`config.mk`:
```
export PLATFORM = sky130hd
export DESIGN_NAME = kim_fifo_skid
export DESIGN_NICKNAME = d
export VERILOG_FILES = /design/src/rtl/kim_fifo_skid.sv
export SDC_FILE = /design/constraint.sdc
export NUM_CORES = 1
export LEC_CHECK = 0
export BUFFER_PORTS_ARGS = -buffer_cell sky130_fd_sc_hd__clkbuf_2
export CORE_ASPECT_RATIO = 1.4
export CORE_UTILIZATION = 54
export CTS_BUF_LIST = sky130_fd_sc_hd__clkbuf_4
export CTS_CLUSTER_SIZE = 30
export DETAILED_ROUTE_END_ITERATION = 10
export PLACE_DENSITY = 0.74
export SYNTH_ARGS = -nofsm -noshare
export SYNTH_HDL_FRONTEND = slang
export SYNTH_SLANG_ARGS = --single-unit
```
`constraint.sdc`:
```
create_clock -name clk -period 3.5 [get_ports clk]
set_input_delay 0.175 -clock clk [delete_from_list [all_inputs] [get_ports clk]]
set_output_delay 0.175 -clock clk [all_outputs]
set_load 0.05 [all_outputs]
```
`src/rtl/kim_fifo_skid.sv`:
```
// kim_fifo_skid: synchronous FIFO with a registered valid/ready output stage.
// DEPTH = 2**ADDR_WIDTH RAM entries plus one output register. s_ready,
// m_valid and m_data all come straight from flops.
// Optional build macro KIM_FIFO_STATUS_EN adds level/almost_full/almost_empty.
module kim_fifo_skid #(
  parameter int unsigned DATA_WIDTH = 8,
  parameter int unsigned ADDR_WIDTH = 4
`ifdef KIM_FIFO_STATUS_EN
  ,
  parameter int unsigned AF_THRESH  = 12,
  parameter int unsigned AE_THRESH  = 2
`endif
) (
  input  logic                  clk,
  input  logic                  rst,
  input  logic                  s_valid,
  output logic                  s_ready,
  input  logic [DATA_WIDTH-1:0] s_data,
  output logic                  m_valid,
  input  logic                  m_ready,
  output logic [DATA_WIDTH-1:0] m_data
`ifdef KIM_FIFO_STATUS_EN
  ,
  output logic [ADDR_WIDTH:0]   level,
  output logic                  almost_full,
  output logic                  almost_empty
`endif
);

  localparam int unsigned DEPTH = 1 << ADDR_WIDTH;
  localparam int unsigned CW    = ADDR_WIDTH + 1;

  logic [DATA_WIDTH-1:0] mem [DEPTH];
  logic [ADDR_WIDTH-1:0] wr_ptr;
  logic [ADDR_WIDTH-1:0] rd_ptr;
  logic [CW-1:0]         count;
  logic [CW-1:0]         count_nxt;
  logic                  push;
  logic                  load;
  logic                  m_valid_nxt;

  // Handshake decode and next occupancy; a push into an empty RAM is never bypassed.
  always_comb begin
    push        = s_valid & s_ready;
    load        = (~m_valid | m_ready) & (count != '0);
    count_nxt   = count;
    m_valid_nxt = m_valid;
    if (push && !load) begin
      count_nxt = count + CW'(1);
    end else if (!push && load) begin
      count_nxt = count - CW'(1);
    end
    if (load) begin
      m_valid_nxt = 1'b1;
    end else if (m_ready) begin
      m_valid_nxt = 1'b0;
    end
  end

  // RAM write port; contents need no reset since pointers and count gate every read.
  always_ff @(posedge clk) begin
    if (push) begin
      mem[wr_ptr] <= s_data;
    end
  end

  // Pointers, occupancy and the registered output stage.
  always_ff @(posedge clk) begin
    if (rst) begin
      wr_ptr  <= '0;
      rd_ptr  <= '0;
      count   <= '0;
      s_ready <= 1'b0;
      m_valid <= 1'b0;
      m_data  <= '0;
    end else begin
      if (push) begin
        wr_ptr <= wr_ptr + ADDR_WIDTH'(1);
      end
      if (load) begin
        rd_ptr <= rd_ptr + ADDR_WIDTH'(1);
        m_data <= mem[rd_ptr];
      end
      count   <= count_nxt;
      m_valid <= m_valid_nxt;
      s_ready <= (count_nxt != CW'(DEPTH));
    end
  end

`ifdef KIM_FIFO_STATUS_EN
  logic [CW-1:0] level_nxt;

  // Total words held after this edge: RAM occupancy plus the output register.
  always_comb begin
    level_nxt = count_nxt + CW'(m_valid_nxt);
  end

  // Registered level and threshold flags, computed from the next level.
  always_ff @(posedge clk) begin
    if (rst) begin
      level        <= '0;
      almost_full  <= 1'b0;
      almost_empty <= 1'b1;
    end else begin
      level        <= level_nxt;
      almost_full  <= (level_nxt >= CW'(AF_THRESH));
      almost_empty <= (level_nxt <= CW'(AE_THRESH));
    end
  end
`endif

endmodule

```
After elaboration in Yosys (flattened, before gate mapping)
Memories as Yosys holds them, arrays and structs flattened. A register that Yosys moved wholly into a read port is not among the register bits.
Index checks and enable logic that the tools add are counted.

storage, ports and cells
  register bits after elaboration = 15
  bits in latches = 0
  memory bits (writable) = 128
  ROM bits = 0
  bits of input ports = 12
  output and inout bits = 10
  word-level logic and storage cells = 27
  memories = 1

memories
  name  words  bits a word  rd ports  clocked after Yosys merged registers in  wr ports  line  source
  mem   16     8            1         1                                        1         33    logic [DATA_WIDTH-1:0] mem [DEPTH];

cells by class
  add/sub/neg operators = 4
  $mul = 0
  divide/modulo/power cells = 0
  $lt $le $gt $ge = 0
  equality and inequality tests = 1
  shift operators = 0
  multiplexer cells = 6
  bitwise logic cells = 4
  reduce and logical (&&, ||, !) cells = 6

operators with widths
  operator                                          count
  two-way mux 5 bit                                 2
  adder 4 x 1 -> 4 bit, second input constant       2
  adder 5 x 1 -> 5 bit, second input constant       1
  inequality test 5 bit, second input constant      1
  nonzero test 5 bit                                1
  subtractor 5 x 1 -> 5 bit, second input constant  1
  two-way mux 1 bit                                 4
  AND 1 bit                                         2
  logical AND 1 bit                                 2
  zero test 1 bit                                   2
  nonzero test 2 bit                                1
  NOT 1 bit                                         1
  bitwise OR 1 bit                                  1

Longest topological paths before layout
  word-level depth = 7
  mapped depth = 8
  gate-level depth less buffers = 7

Worst setup path after synthesis
No wires, ideal clock.

  path type = reg-to-reg
  start = register s_ready
  end = memory mem[3][0] (enable)
  library setup time = 0.383 ns
  arrival time = 2.170 ns
  data required time = 3.117 ns
  path slack = 0.947 ns
  cell stages (with the launch flop) = 6
  buffers on the path = 2
  clock period less this slack = 2.553 ns
  path through = dfxtp_1 -> and2_1 -> clkbuf_1 -> buf_1 -> nand2_1 -> nor3_1

on the way
  word-level cells in the longest chain between the ends = 3

RTL lines
  item                                     line  source
  start, declared                          17    output logic s_ready,
  start signal, assigned                   86    s_ready <= (count_nxt != CW'(DEPTH));
  AND 1 bit                                44    push = s_valid & s_ready;
  two-way mux 1 bit                        62    if (push) begin
  two-way mux 1 bit (implied by the code)  63    mem[wr_ptr] <= s_data;
  end, declared                            33

Every way passes these cells.

==> impl_metrics.py <==
metrics = {
    "clock_network": {
        "cts_resized": 0,
        "cts_hold_buf": 0,
        "post_cts_buffers": 0,
        "root_buffer": "clkbuf_4",
        "ctsHtreeMaxLevel": 4,
        "clk-insertion-delay-late_ns": 0.51,
        "cts_buffer_depth": 2,
        "path_clk_slew_ns": 0.12,
        "cts_sinks": 151,
        "numCtsBuffers": 17,
        "tritoncts": "built",
    },
    "finish": {
        "multiInputGateArea_mm2": 0.00165,
        "nets": 389,
        "fillers": 817,
        "area_growth_pct": 8.39,
        "seqCellArea_mm2": 0.00431,
        "drive_gt1_share_pct": 27.8,
    },
    "routing": {
        "via_per_inst": 5.83,
        "via_count": 3049,
        "drc_errors": 0,
        "dr.first_iter.drc_count": 218,
        "wl_um": 11000,
        "ant_nets": 0,
        "wl_per_cell_um": 21.0,
        "drt_pass1_iterations": 4,
    },
    "synth": {
        "yosys-top-cells-count": "edfxtp_1, nor2_1, mux4_2, dfxtp_1, nand2_1",
        "syn-num-nets": 362,
        "synth_area_leader_cell": "edfxtp_1",
        "synth_top_family_by_area": "multiplexers",
        "ys_warn_count": 0,
        "yosysSeqAreaShare_pct": 70.8,
        "async_reset_ff_share_pct": 0,
        "synthMuxAreaShare_pct": 15.0,
        "synth_seq_cells": 151,
        "syn_area_mm2": 0.00608,
        "synth_fa_ha_area_share_pct": 1.60,
        "yosysMostFrequentCell": "edfxtp_1",
        "syn_area_per_cell_um2": 17.7,
        "yosys.area_share.simple_pct": 5.64,
        "synth_edf_count": 128,
        "synth_compound_area_share_pct": 3.29,
        "synth_area_leaders": "edfxtp_1, mux4_2, dfxtp_1, nor2_1, mux2i_1",
        "yosysUniqueCellTypes": 37,
        "synth-xor-area-share_pct": 1.58,
        "postSynthCellCount": 343,
        "synth_top_area_share_pct": 63.2,
        "synth_flop_cell": "edfxtp_1",
    },
    "job": {
        "drv_cap": 0,
    },
    "pwr": {
        "comb_power_share_pct": 29.0,
        "sw_frac_of_total_pct": 31.0,
        "p_leak_nw": 2.10,
        "p_clk_share_pct": 23.6,
        "p_per_area_mw_per_mm2": 677,
        "vdd_drop_max_mv": 0.237,
        "intPower_mw": 3.08,
        "power_mw": 4.46,
        "pwr-share-seq_pct": 47.4,
        "p_sw_mw": 1.38,
    },
    "global_route": {
        "grt_max_degree": 36,
        "grt_overflow": 0,
        "busiest_layer": "met2",
        "grt_pass1_wl_um": 17300,
        "grtUsageMet3_pct": 4.52,
        "antenna_found_initial": 1,
        "use_met2_pct": 36.6,
        "grt_util_all_layers_pct": 20.8,
        "gr-usage-met1_pct": 24.4,
        "grt_pass1_vias": 3175,
    },
    "min_path": {
        "whs_path_depth": 1,
        "hold_class": "input pin to flop",
    },
    "worst_setup_path": {
        "r2r_cells": 6,
        "end_kind": "flop",
        "critPathMaxFanout": 31,
        "worstPathRequired_ns": 3.89,
        "critical-path-top-delay-family": "multiplexers",
        "path_depth": 6,
        "slowest_delay_ns": 0.58,
        "cp_cell_sequence": "buf_4, mux4_2, mux2i_1, nor3_1, a221oi_2, nor2_1",
        "cp-start-kind": "flop",
        "critPathKind": "flop to flop",
        "path_buf_inv": 1,
        "slowest_stage": "mux4_2",
        "crit_arrival_ns": 2.74,
    },
    "placed_design": {
        "gp_congestion": 0.754,
        "port_buffers": 21,
        "dp_slack_ns": 1.12,
        "hpwl_um": 7330,
    },
    "sta": {
        "slew_violations": 0,
        "max-slew-margin-rel_pct": 30.5,
        "rsz0062_at_grt": "no",
        "period_share_pct": 67.2,
        "hold_viol_final": 0,
        "holdWs_ns": 0.0939,
        "period_minus_slack_ns": 2.35,
        "worst_pin_slew_ns": 1.04,
        "setup_viol": 0,
        "max_freq_ghz": 0.425,
        "setup_slack_ns": 1.15,
        "setup_tns_ns": 0,
        "skew_ns": 0.0160,
    },
    "floorplanning": {
        "start_util_pct": 55.7,
        "dieWidth_um": 91.7,
        "die_y_um": 128,
        "pin_count": 22,
        "core_area_mm2": 0.0109,
        "dieArea_mm2": 0.0117,
        "fp-row-count": 45,
    },
    "outcome": {
        "status": "finished, final reports clean",
    },
}
==> placed cells by master (no fill, tap or decap), drive strengths merged, types with 7 or more instances in the layout <==
cell	netlist	routed
a221oi	8	8
nor3	13	13
mux4	32	32
nor2	33	33
dfxtp	23	23
ha	7	7
clkbuf	7	40
xnor2	8	8
mux2	8	8
edfxtp	128	128
nand2	15	15
buf	14	8
mux2i	10	10
==> power groups by stage <==
stage	clock (mW)	combinational, mW	sequential, mW
2_1_floorplan	0	0.936	2.28
3_3_place_gp	0	1.29	2.15
3_5_place_dp	0	1.31	2.16
4_1_cts	1.08	1.31	2.12
5_1_grt	1.15	1.40	2.13
6_report	1.05	1.29	2.12
==> metal layers <==
layer / part of all wire [%] / wire length, µm
met1: 39 / 4300
met2: 56 / 6160
met5: 0 / 0
met4: 0.94 / 103
met3: 4.0 / 437
==> layout make-up <==
type / instances / area share, %
antenna: 1 / 0.0380
clock buffer: 19 / 2.16
clock inverter: 11 / 2.03
inverter: 5 / 0.285
multi-input combinational: 166 / 25.0
sequential: 151 / 65.3
tap: 141 / 2.68
timing repair buffer: 29 / 2.51
==> cell families after synthesis <==
| logic type | count (synthesis) |
|---|---|
| mux | 50 |
| flops | 151 |
| fa+ha+maj | 8 |
| buf+inv | 26 |
| compound gates | 21 |
| xor+xnor | 11 |
| simple gates | 76 |
==> registers in the layout, summed over array words and instances, names as in the netlist <==
| signal | cells |
|---|---|
| m_data | 8 |
| m_valid | 1 |
| wr_ptr | 4 |
| s_ready | 1 |
| rd_ptr | 4 |
| mem | 128 |
| count | 5 |
==> path summary, 6_finish.rpt <==
kind	slack [ns]	from	end
max	1.15	rd_ptr[0]$_SDFFE_PP0P_	m_data[3]$_SDFFE_PP0P_
max reg2reg	1.15	rd_ptr[0]$_SDFFE_PP0P_	m_data[3]$_SDFFE_PP0P_
min	0.09	s_data[1]	mem[15][1]$_DFFE_PP_
min reg2reg	0.52	m_data[0]$_SDFFE_PP0P_	m_data[0]$_SDFFE_PP0P_
==> through the flow <==
stage / util, % / area [µm²] / cells
2_1_floorplan: - / 6080 / 343
3_3_place_gp: 57.8 / 6310 / 492
3_5_place_dp: 57.8 / 6310 / 492
4_1_cts: 60.3 / 6590 / 522
5_1_grt: 60.4 / 6590 / 523
6_report: 60.4 / 6590 / 523
(Power assumes the default switching activity.)
